## src/rtl/scs8hd_and2b_exer.sv

```systemverilog
// -----------------------------------------------------------------------------
// scs8hd_and2b_exer
//
// Driving and checking end of the and2b pin interface. Each run walks every
// {AN,B} combination in Gray order (00, 01, 11, 10) NUM_PASSES times. Each
// vector is held for SETTLE_CYC cycles and then for one SAMPLE cycle. At the
// edge that closes the SAMPLE cycle, the returned X is compared with ~AN & B.
// A run reports a one-cycle DONE pulse, a PASS flag, a saturating mismatch
// count and the first failing vector.
//
// Optional feature (macro SCS8HD_EXER_LFSR_EN): after the exhaustive passes,
// 16 extra vectors are drawn from a 4-bit LFSR (x^4+x^3+1). The LFSR is seeded
// with 4'b1001 at START. Its low two bits are driven as {AN,B}. The LFSR steps
// once per SAMPLE while those extra vectors are running.
//
// Ports:
//   CLK       in   clock, rising edge
//   RESETB    in   synchronous active-low reset
//   START     in   begin a run (only looked at in IDLE)
//   AN, B     out  pins driven into the cell under test
//   X         in   output pin of the cell under test
//   BUSY      out  run in progress
//   DONE      out  one-cycle end-of-run pulse
//   PASS      out  last run had zero mismatches (held until next START)
//   ERR_CNT   out  mismatch count, saturates at all-ones
//   FAIL_VEC  out  {AN,B} of the first mismatch
//
// Handshake: START is a level that is sampled only while IDLE. If START is
// held high, a new run starts on every IDLE cycle. DONE is a pulse that needs
// no acknowledgement.
// -----------------------------------------------------------------------------
module scs8hd_and2b_exer #(
    parameter int SETTLE_CYC = 2,
    parameter int NUM_PASSES = 4,
    parameter int ERR_W      = 8
) (
    input  logic             CLK,
    input  logic             RESETB,
    input  logic             START,
    output logic             AN,
    output logic             B,
    input  logic             X,
    output logic             BUSY,
    output logic             DONE,
    output logic             PASS,
    output logic [ERR_W-1:0] ERR_CNT,
    output logic [1:0]       FAIL_VEC
);

    localparam int NUM_EXH = 4 * NUM_PASSES;
`ifdef SCS8HD_EXER_LFSR_EN
    localparam int NUM_VEC = NUM_EXH + 16;
`else
    localparam int NUM_VEC = NUM_EXH;
`endif
    localparam logic [3:0] SETTLE_LOAD = 4'(SETTLE_CYC - 1);
    localparam logic [8:0] LAST_IDX    = 9'(NUM_VEC - 1);

    typedef enum logic [1:0] {
        IDLE   = 2'd0,
        SETTLE = 2'd1,
        SAMPLE = 2'd2,
        FIN    = 2'd3
    } state_t;

    state_t           state;
    state_t           state_next;
    logic [3:0]       settle_cnt;
    logic [8:0]       vec_idx;
    logic [8:0]       vec_idx_next;
    logic [1:0]       vec_next;
    logic             expected;
    logic             mismatch;
    logic             last_vec;
    logic             settle_done;
    logic             first_err;
    logic [ERR_W-1:0] err_next;

`ifdef SCS8HD_EXER_LFSR_EN
    localparam logic [8:0] FIRST_RAND_IDX = 9'(NUM_EXH);
    localparam logic [3:0] LFSR_SEED      = 4'b1001;
    logic [3:0] lfsr;
    logic [3:0] lfsr_next;
`endif

    always_comb begin
        state_next   = state;
        expected     = ~AN & B;
        // Case inequality so that an unknown X from the cell counts as a miss.
        mismatch     = (X !== expected);
        last_vec     = (vec_idx == LAST_IDX);
        settle_done  = (settle_cnt == 4'd0);
        first_err    = mismatch && (ERR_CNT == '0);
        err_next     = ERR_CNT;
        if (mismatch && (ERR_CNT != '1)) begin
            err_next = ERR_CNT + ERR_W'(1);
        end
        vec_idx_next = vec_idx + 9'd1;
        // Gray walk 00, 01, 11, 10. The low index bits wrap into the next pass.
        vec_next     = {vec_idx_next[1], vec_idx_next[1] ^ vec_idx_next[0]};
`ifdef SCS8HD_EXER_LFSR_EN
        lfsr_next = lfsr;
        // The LFSR only advances once the random vectors are being sampled.
        // This makes the first random vector always the seed's low bits.
        if (vec_idx >= FIRST_RAND_IDX) begin
            lfsr_next = {lfsr[2:0], lfsr[3] ^ lfsr[2]};
        end
        if (vec_idx_next >= FIRST_RAND_IDX) begin
            vec_next = lfsr_next[1:0];
        end
`endif
        case (state)
            IDLE:    if (START) state_next = SETTLE;
            SETTLE:  if (settle_done) state_next = SAMPLE;
            SAMPLE:  state_next = last_vec ? FIN : SETTLE;
            FIN:     state_next = IDLE;
            default: state_next = IDLE;
        endcase
    end

    always_ff @(posedge CLK) begin
        if (!RESETB) begin
            state      <= IDLE;
            AN         <= 1'b1;
            B          <= 1'b0;
            BUSY       <= 1'b0;
            DONE       <= 1'b0;
            PASS       <= 1'b0;
            ERR_CNT    <= '0;
            FAIL_VEC   <= 2'b00;
            settle_cnt <= 4'd0;
            vec_idx    <= 9'd0;
`ifdef SCS8HD_EXER_LFSR_EN
            lfsr       <= LFSR_SEED;
`endif
        end else begin
            state <= state_next;
            DONE  <= 1'b0;
            case (state)
                IDLE: begin
                    if (START) begin
                        AN         <= 1'b0;
                        B          <= 1'b0;
                        BUSY       <= 1'b1;
                        PASS       <= 1'b0;
                        ERR_CNT    <= '0;
                        FAIL_VEC   <= 2'b00;
                        settle_cnt <= SETTLE_LOAD;
                        vec_idx    <= 9'd0;
`ifdef SCS8HD_EXER_LFSR_EN
                        lfsr       <= LFSR_SEED;
`endif
                    end
                end
                SETTLE: begin
                    if (!settle_done) begin
                        settle_cnt <= settle_cnt - 4'd1;
                    end
                end
                SAMPLE: begin
                    ERR_CNT <= err_next;
                    if (first_err) begin
                        FAIL_VEC <= {AN, B};
                    end
                    if (last_vec) begin
                        AN   <= 1'b1;
                        B    <= 1'b0;
                        DONE <= 1'b1;
                        PASS <= (err_next == '0);
                    end else begin
                        AN         <= vec_next[1];
                        B          <= vec_next[0];
                        vec_idx    <= vec_idx_next;
                        settle_cnt <= SETTLE_LOAD;
`ifdef SCS8HD_EXER_LFSR_EN
                        lfsr       <= lfsr_next;
`endif
                    end
                end
                FIN: begin
                    BUSY <= 1'b0;
                end
                default: begin
                    BUSY <= 1'b0;
                end
            endcase
        end
    end

endmodule

```

## config.mk

```make
export PLATFORM = sky130hd
export DESIGN_NAME = scs8hd_and2b_exer
export DESIGN_NICKNAME = d
export VERILOG_FILES = /design/src/rtl/scs8hd_and2b_exer.sv
export SDC_FILE = /design/constraint.sdc
export NUM_CORES = 1
export LEC_CHECK = 0
export ABC_AREA = 1
export ABC_CLOCK_PERIOD_IN_PS = 2990
export CAP_MARGIN = 20
export CORE_ASPECT_RATIO = 0.75
export CORE_MARGIN = 2
export CORE_UTILIZATION = 60
export CTS_CLUSTER_DIAMETER = 50
export CTS_CLUSTER_SIZE = 25
export DETAILED_ROUTE_END_ITERATION = 6
export PLACE_DENSITY = 0.84
export RECOVER_POWER = 25
export SLEW_MARGIN = 20
export SYNTH_ARGS = -nofsm -noshare
export SYNTH_HDL_FRONTEND = slang
export SYNTH_SLANG_ARGS = --single-unit
```

## constraint.sdc

```tcl
create_clock -name CLK -period 2.99 [get_ports CLK]
set_clock_uncertainty 0.1 [all_clocks]
set_input_delay 0.598 -clock CLK [delete_from_list [all_inputs] [get_ports CLK]]
set_output_delay 0.598 -clock CLK [all_outputs]
set_load 0.02 [all_outputs]
```

==> impl_metrics.tcl <==
set metrics [dict create \
    drc 0 \
    final_cell_mix "nand2_1, inv_1, dfxtp_1, nand3_1, nor2_1" \
    cts_tree "built" \
    design_power_total_uw 1060 \
    hold_buffers 0 \
    critical_path.top_delay_family "buffers and inverters" \
    end_kind "output pin" \
    layout_commonest_cell "nand2_1" \
    drv_cap 0 \
    maxSlewViolCount 0 \
    yosys.area.top_type "dfxtp_1" \
    clockRootBuffer "clkbuf_8" \
    pin_count 19 \
    syn_inst 263 \
    routed_wl_mm 3.78 \
    worstPathRequired_ns 2.29 \
    arrival_ns 1.43 \
    path_class "reg -> out" \
    drt_pass1_iterations 4 \
    layout.nets 294 \
    worst-path-buf-inv 1 \
    num_vias 1696 \
    grt_antenna_before_repair 0 \
    hold_viol 0 \
    yosysUniqueCellTypes 31 \
    core_um2 2870 \
    clock_path_buffers 2 \
    wire_per_inst_um 11.7 \
    path_cells "clkdlybuf4s50_1" \
    powerDensity_nw_per_um2 513 \
    synth_warnings 0 \
    drive_above_1_share_pct 11.2 \
    finalSetupTns_ns 0 \
    min_path_type "reg -> reg" \
    netlist_top_cells_area "dfxtp_1, nand2_1, inv_1, nand3_1, a21oi_1" \
    min_period_over_period_pct 71.2 \
    start_kind "register" \
    fp.dieW_um 66.7 \
    yosysTopAreaCellShare_pct 34.0 \
    syn-cell-area_um2 1770 \
    ys_ff_latch 30 \
    area_growth_pct 17.2 \
    numCtsBuffers 5 \
    grt_max_degree 17 \
    h-tree-depth 2 \
    period_needed_ns 2.13 \
    die_area_um2 3400 \
    place_area_um2 1990 \
    start_util_pct 61.6 \
    post_cts_buffers 0 \
    num_rows 17 \
    path_max_fanout 8 \
    setup_viol 0 \
    drtAntennaViolNets 0 \
    fmax_ghz 0.470 \
    drtIter0Drc 190 \
    cp_slowest_stage_delay_ns 0.67 \
    grt_pass1_vias 1500 \
    io_buffers 18 \
    worstMarginPinSlew_ns 0.551 \
    die_h_um 51.0 \
    p_leak_uw 0.000877 \
    grt_util_all_layers_pct 26.1 \
    status "finished clean" \
    grt_first_pass_wirelength_mm 6.69 \
    layout.cells.non_filler 324 \
    worst_path_max_delay_cell "clkdlybuf4s50_1" \
    dp_cells 317 \
    overflow 0 \
    place.gp.congestion 0.925 \
    clk_pin_slew_ns 0.06 \
    synth.net_count 271 \
    post-dp-hpwl_mm 2.84 \
    ctsResizeCount 0 \
    clkLatencyLatePin_ns 0.28 \
    synth.avg_cell_area_um2 6.72 \
    finalInstanceArea_um2 2070 \
    pre_cts_ws_ns 0.756 \
    peakVddDrop_v 0.000330 \
    max-slew-margin-rel_pct 63.2 \
    layout_setup_ws_ns 0.861 \
    rsz0062_at_grt "false" \
    vias_per_cell 5.23 \
    cts_sinks 30 \
    num_antenna_cells 0 \
    seq_area_frac_synth_pct 34.0 \
]
Yosys cell counts (all sizes together):
cell	number
nand2	74
inv	43
dfxtp	30
nor2	29
nand3	28
a21oi	22
o21ai	12
nand4	8
ha	4
nor3	3
clkinv	2
o22ai	2
a211oi	1
buf	1
clkbuf	1
o2111ai	1
o21a	1
or2	1
sequential cells by signal, indices dropped and copies added, names as in the netlist:
register and count:
B 1, state 2, AN 1, BUSY 1
settle_cnt 4, ERR_CNT 8, DONE 1, PASS 1
vec_idx 9, FAIL_VEC 2
per-stage QoR:
stage	hold slack (ns)	util, %
detailed placement	0.363	69.2
CTS	0.372	73.2
global placement	0.365	69.2
finish	0.376	72.2
floorplan	0.328	-
global route	0.400	72.2
logic make-up after synthesis:
logic type               Yosys count  share of synthesized area, %
AND/OR/NAND/NOR                  143                          40.6
buffers and inverters             47                          10.1
AO/OA/AOI/OAI                     39                          12.5
flip-flops                        30                          34.0
adder cells (fa/ha/maj)            4                          2.83
layout make-up:
class	count	area (µm²)
clock buffers	6	82.6
clock inverters	1	30.0
fillers	240	800
inverters	45	171
multi-input cells	186	960
flip-flops and latches	30	601
well taps	38	47.5
repair buffers	18	180
power breakdown:
group          switching (µW)  internal (µW)  total [µW]
clock network             151            266         417
logic                     129           71.2         200
registers                21.9            425         447
path summary, 6_finish.rpt:
path	from	endpoint	slack, ns	cells past startpoint
hold / removal	vec_idx[2]$_SDFFE_PN0P_	vec_idx[2]$_SDFFE_PN0P_	0.38	2
setup reg to reg	vec_idx[0]$_SDFFE_PN0P_	settle_cnt[1]$_SDFFE_PN0P_	0.99	9
setup / recovery	ERR_CNT[2]$_SDFFE_PN0P_	ERR_CNT[2]	0.86	1
hold reg to reg	vec_idx[2]$_SDFFE_PN0P_	vec_idx[2]$_SDFFE_PN0P_	0.38	2
layer usage:
layer | global-route usage [%] | wire [µm] | up-vias
met5 | 0 | 0 | -
met4 | 9.18 | 59 | 0
met1 | 38.9 | 1960 | 768
li1 | - | - | 888
met3 | 6.17 | 199 | 7
met2 | 36.3 | 1550 | 33
No activity file was read; power rests on OpenSTA's default activity.
